<file path="src/rtl/bar_stream_reader_pkg.sv">
// Shared types and default widths for the BAR-based memory stream reader.
package bar_stream_reader_pkg;

    localparam int RD_DW = 8;
    localparam int RD_AW = 8;

    typedef enum logic [2:0] {
        RD_IDLE,
        RD_ISSUE,
        RD_WAIT,
        RD_PRESENT,
        RD_DONE
    } rd_state_t;

endpackage

</file>
<file path="src/rtl/bar_stream_reader.sv">
// Streams len bytes from data memory, starting at the latched BAR base, out on a valid/ready port.
// state      | meaning
// RD_IDLE    | waiting for start; base/len latched on start
// RD_ISSUE   | read strobe for address base+idx
// RD_WAIT    | memory data arrives, captured into output register
// RD_PRESENT | byte held on out_data until out_ready
// RD_DONE    | one-cycle done pulse
module bar_stream_reader
    import bar_stream_reader_pkg::*;
#(
    parameter int DW = RD_DW,
    parameter int AW = RD_AW
) (
    input  logic          clk,
    input  logic          reset_n,
    input  logic          start,
    input  logic [AW-1:0] bar_base,
    input  logic [7:0]    len,
    output logic [AW-1:0] mem_addr,
    output logic          mem_re,
    input  logic [DW-1:0] mem_dout,
    output logic [DW-1:0] out_data,
    output logic          out_valid,
    input  logic          out_ready,
    output logic          busy,
    output logic          done
);

    rd_state_t     r_state;
    rd_state_t     w_state_next;
    logic [AW-1:0] r_base;
    logic [7:0]    r_cnt;
    logic [7:0]    r_idx;
    logic [DW-1:0] r_out_data;
    logic [7:0]    w_idx_inc;
    logic          w_mem_re;
    logic          w_out_valid;
    logic          w_done;

    assign w_idx_inc = r_idx + 8'd1;

    always_ff @(posedge clk or negedge reset_n) begin
        if (!reset_n) begin
            r_state    <= RD_IDLE;
            r_base     <= '0;
            r_cnt      <= '0;
            r_idx      <= '0;
            r_out_data <= '0;
        end else begin
            r_state <= w_state_next;
            case (r_state)
                RD_IDLE: begin
                    if (start) begin
                        r_base <= bar_base;
                        r_cnt  <= len;
                        r_idx  <= '0;
                    end
                end
                RD_WAIT:    r_out_data <= mem_dout;
                RD_PRESENT: if (out_ready) r_idx <= w_idx_inc;
                default: ;
            endcase
        end
    end

    always_comb begin
        w_state_next = r_state;
        w_mem_re     = 1'b0;
        w_out_valid  = 1'b0;
        w_done       = 1'b0;
        case (r_state)
            RD_IDLE: begin
                if (start) w_state_next = (len == 8'd0) ? RD_DONE : RD_ISSUE;
            end
            RD_ISSUE: begin
                w_mem_re     = 1'b1;
                w_state_next = RD_WAIT;
            end
            RD_WAIT: w_state_next = RD_PRESENT;
            RD_PRESENT: begin
                w_out_valid = 1'b1;
                if (out_ready) w_state_next = (w_idx_inc == r_cnt) ? RD_DONE : RD_ISSUE;
            end
            RD_DONE: begin
                w_done       = 1'b1;
                w_state_next = RD_IDLE;
            end
            default: w_state_next = RD_IDLE;
        endcase
    end

    // Address wraps naturally at 2^AW; only meaningful while mem_re is high.
    assign mem_addr  = r_base + AW'(r_idx);
    assign mem_re    = w_mem_re;
    assign out_data  = r_out_data;
    assign out_valid = w_out_valid;
    assign busy      = (r_state != RD_IDLE);
    assign done      = w_done;

endmodule

</file>
<file path="config.mk">
export PLATFORM = sky130hd
export DESIGN_NAME = bar_stream_reader
export DESIGN_NICKNAME = d
export VERILOG_FILES = /design/src/rtl/bar_stream_reader_pkg.sv /design/src/rtl/bar_stream_reader.sv
export SDC_FILE = /design/constraint.sdc
export NUM_CORES = 1
export LEC_CHECK = 0
export ABC_AREA = 1
export ABC_CLOCK_PERIOD_IN_PS = 4000
export CAP_MARGIN = 20
export CORE_ASPECT_RATIO = 1.4
export CORE_MARGIN = 2
export CORE_UTILIZATION = 25
export CTS_CLUSTER_SIZE = 12
export DETAILED_ROUTE_END_ITERATION = 8
export GPL_TIMING_DRIVEN = 1
export PLACE_DENSITY_LB_ADDON = 0.3
export SLEW_MARGIN = 20
export SYNTH_ARGS = -nofsm -noshare
export SYNTH_HDL_FRONTEND = slang
export SYNTH_SLANG_ARGS = --single-unit
</file>
<file path="constraint.sdc">
create_clock -name clk -period 4 [get_ports clk]
set_input_delay 0.8 -clock clk [delete_from_list [all_inputs] [get_ports clk]]
set_output_delay 0.8 -clock clk [all_outputs]
set_load 0.01 [all_outputs]
</file>
# == Yosys cells after proc, flatten, opt, wreduce, memory -nomap -nowiden ==
# Cells that the tools add are included.
# op_classes
n_addsub,2
n_eq_ne,7
muxes,11
reduce_logical,7
# ops
cell,count
$mux 8,2
$pmux 8 s2,1
$mux 3,4
$pmux 3 s4,1
$add 8x1->8 const B,1
$add 8x8->8,1
$eq 8x8->1,1
$logic_not 8->1,1
$eq 3x2->1 const B,2
$ne 2x2->1 const B,2
$reduce_and 2->1,2
$eq 3x1->1 const B,1
$eq 3x3->1 const B,1
$logic_not 3->1,1
$mux 1,3
$reduce_and 3->1,1
$reduce_bool 3->1,1
$reduce_bool 2->1,1
# word_totals
ff_bits,35
in_bits,28
output_inout_bits,20
word_cells,32

# == Logic depth before layout (Yosys ltp) ==
# logic_depth
depth_word,5
depth_mapped,14

# == Least setup slack after synthesis ==
# OpenSTA, ideal clock, no wires.
# synth_timing
path_kind,register -> output
start,register r_idx[0]
end,output mem_addr[6]
arrival_ps,1681
path_slack_ps,1519
stages_incl_launch_ff,9
n_path_buf,0
cell_sequence,dfrtp_1 ha_1 inv_1 fa_1 o21ai_0 a21oi_1 nor2_1 nor2_1 xnor2_1
# synth_between
elab_chain_cells,1
# synth_lines
item,line_no,source
from (decl),bar_stream_reader.sv:33,logic [7:0] r_idx;
from (signal assigned),bar_stream_reader.sv:60,RD_PRESENT: if (out_ready) r_idx <= w_idx_inc;
$add 8x8->8,bar_stream_reader.sv:93,assign mem_addr = r_base + AW'(r_idx);
to (decl),bar_stream_reader.sv:19,"output logic [AW-1:0] mem_addr,"
# No other way between the ends.

# == Worst setup path after layout ==
# Same ends and word-level chain as after synthesis.

==> impl_metrics.env <==
export IMPL_worst_slew_pin_slew_ns=0.622
export IMPL_nets=344
export IMPL_ys_ff_latch=35
export IMPL_final_max_slew_viol_count=0
export IMPL_clk_pin_slew_ns=0.07
export IMPL_numCtsBuffers=5
export IMPL_io_pins=48
export IMPL_grt_use_total=0.109
export IMPL_critPathMaxFanout=4
export IMPL_outcome="finished clean"
export IMPL_startpoint_type="flip-flop"
export IMPL_io_buffers=47
export IMPL_vias=1753
export IMPL_synth_cells=254
export IMPL_ant_nets=0
export IMPL_htree_num_levels=2
export IMPL_yosysTopAreaCellShare=0.431
export IMPL_grt_first_pass_wirelength_mm=7.75
export IMPL_cap_violations=0
export IMPL_synth_ff_type="dfrtp_1"
export IMPL_clk_insertion_delay_late_ns=0.28
export IMPL_finalCriticalPeriod_ns=3.39
export IMPL_n_antenna_cell=0
export IMPL_synth_area_leaders="dfrtp_1, nand2_1, inv_1"
export IMPL_synth_edff_count=0
export IMPL_max_freq_mhz=295
export IMPL_grt_overflow=0
export IMPL_setup_violations=0
export IMPL_power_total_uw=2180
export IMPL_yosys_area_top_type="dfrtp_1"
export IMPL_core_um2=7800
export IMPL_antenna_found_initial=0
export IMPL_max_clock_path_buffers=2
export IMPL_synth_warnings=0
export IMPL_syn2layout_area_growth_pct=33.4
export IMPL_start_util=0.260
export IMPL_rsz0062_at_grt="false"
export IMPL_fin_tns_setup_ns=0
export IMPL_leakagePower_uw=0.00129
export IMPL_hold_path_class="flip-flop to flip-flop"
export IMPL_crit_arrival_ns=2.59
export IMPL_cts_resized=0
export IMPL_gp_congestion=0.791
export IMPL_layout_drive_gt1_share=0.110
export IMPL_grt_max_degree=36
export IMPL_critPathKind="flip-flop to output pin"
export IMPL_syn_area_per_cell_um2=7.99
export IMPL_hold_viol_final=0
export IMPL_numClockSinks=35
export IMPL_dp_hpwl_mm=3.49
export IMPL_power_density_nw_per_um2=806
export IMPL_routed_via_density=4.30
export IMPL_syn_cell_area_um2=2030
export IMPL_cts_tree="built"
export IMPL_rows=38
export IMPL_hold_depth=2
export IMPL_skew_ns=0.00349
export IMPL_crit_path_end_kind="output pin"
export IMPL_drc_errors=0
export IMPL_totalWireLength_mm=4.48
export IMPL_postCtsHoldBufs=0
export IMPL_synth_nets=291
export IMPL_synthArstFlopShare=1.00
export IMPL_yosys_top_cells_count="nand2_1, dfrtp_1, inv_1"
export IMPL_n_fill_cell=852
export IMPL_synth_most_common_cell="nand2_1"
export IMPL_ys_seq_area_frac=0.431
export IMPL_post_cts_buffers=0
export IMPL_chipHeight_um=111
export IMPL_dieArea_um2=8870
export IMPL_timing_final_ws_setup_ns=0.614
export IMPL_wl_per_cell_um=11.0
export IMPL_r2r_cells=12
export IMPL_fin_crit_sh=0.846
export IMPL_maxSlewHeadroom=0.583
export IMPL_drtIter0Drc=61
export IMPL_die_x_um=80.2
export IMPL_dr_pass1_iters=4
export IMPL_dp_worst_setup_slack_ns=0.871
export IMPL_synth_cell_types=28
export IMPL_required_ns=3.20
export IMPL_grt_pass1_vias=1795
export IMPL_cts_root_buf="clkbuf_8"
export IMPL_peakVddDrop_v=0.000327
[cells in the final DEF (no fill, tap or decap)]
master	n
and2_4	1
xor2_1	6
nand3b_1	1
xnor2_1	3
clkbuf_8	5
mux2_2	7
nand3_1	22
nor2_2	3
fa_1	1
o22ai_1	2
nand2_1	71
a21oi_1	9
clkdlybuf4s50_1	47
nor3_1	2
nor2_1	14
clkinv_2	3
inv_1	32
ha_1	8
dfrtp_1	35
nand2_2	4
inv_2	4
o21ai_2	1
o211ai_1	1
nor3_2	2
nand2_4	1
o21ai_0	8
nand4_1	5
nor2_4	2
buf_4	1
o21ai_1	7
[registers in the layout, indices dropped and copies added, names as in the netlist]
signal and count:
r_cnt 8, r_idx 8, out_data 8, r_base 8, r_state 3
[stage by stage]
stage	util	cells	hold slack, ns	cell area [um2]
floorplan	-	254	0.453	2030
global placement	0.337	400	0.459	2630
detailed placement	0.337	400	0.460	2630
CTS	0.347	408	0.481	2710
global route	0.347	408	0.493	2710
finish	0.347	408	0.473	2710
[worst max-delay path, stage by stage (launching register included)]
cell and delay, ns:
dfrtp_1 0.42, ha_1 0.19, inv_1 0.05, fa_1 0.40
o21ai_0 0.31, a21oi_1 0.11, nor2_1 0.10, nor2_1 0.05
xnor2_1 0.13, clkdlybuf4s50_1 0.55
[final timing paths]
path / start / end / slack, ns
max: r_idx[0]$_DFFE_PN0P_ / mem_addr[6] / 0.61
min: out_data[5]$_DFFE_PN0P_ / out_data[5]$_DFFE_PN0P_ / 0.47
max reg2reg: r_idx[0]$_DFFE_PN0P_ / r_state[0]$_DFFE_PN0P_ / 2.23
min reg2reg: out_data[5]$_DFFE_PN0P_ / out_data[5]$_DFFE_PN0P_ / 0.47
max in group asynchronous: reset_n / out_data[3]$_DFFE_PN0P_ / 2.75
min in group asynchronous: reset_n / r_cnt[7]$_DFFE_PN0P_ / 0.93
[logic make-up after synthesis]
group / synth area share
fa+ha+maj: 0.0592
simple gates: 0.288
xor+xnor: 0.0388
compound gates: 0.0733
mux: 0.0388
flops: 0.431
buf+inv: 0.0709
[layer usage]
metal / share of wire / global-route usage / vias up
li1: - / - / 922
met1: 0.43 / 0.124 / 782
met2: 0.51 / 0.197 / 43
met3: 0.043 / 0.0237 / 6
met4: 0.016 / 0.0373 / 0
met5: 0 / 0 / -
[layout make-up]
cell class / count / area, um2 / share of cell area
multi-input combinational: 181 / 1010 / 0.373
sequential: 35 / 876 / 0.323
timing repair buffer: 48 / 478 / 0.176
inverter: 36 / 135 / 0.0499
tap: 100 / 125 / 0.0462
clock buffer: 5 / 68.8 / 0.0254
clock inverter: 3 / 15.0 / 0.00554
[power breakdown]
group          internal [uW]  switching [uW]  leakage (uW)
Combinational            636             645      0.000806
Sequential               519             133      0.000436
Clock                    119             130     0.0000477
No activity file was read; power rests on OpenSTA's default activity.
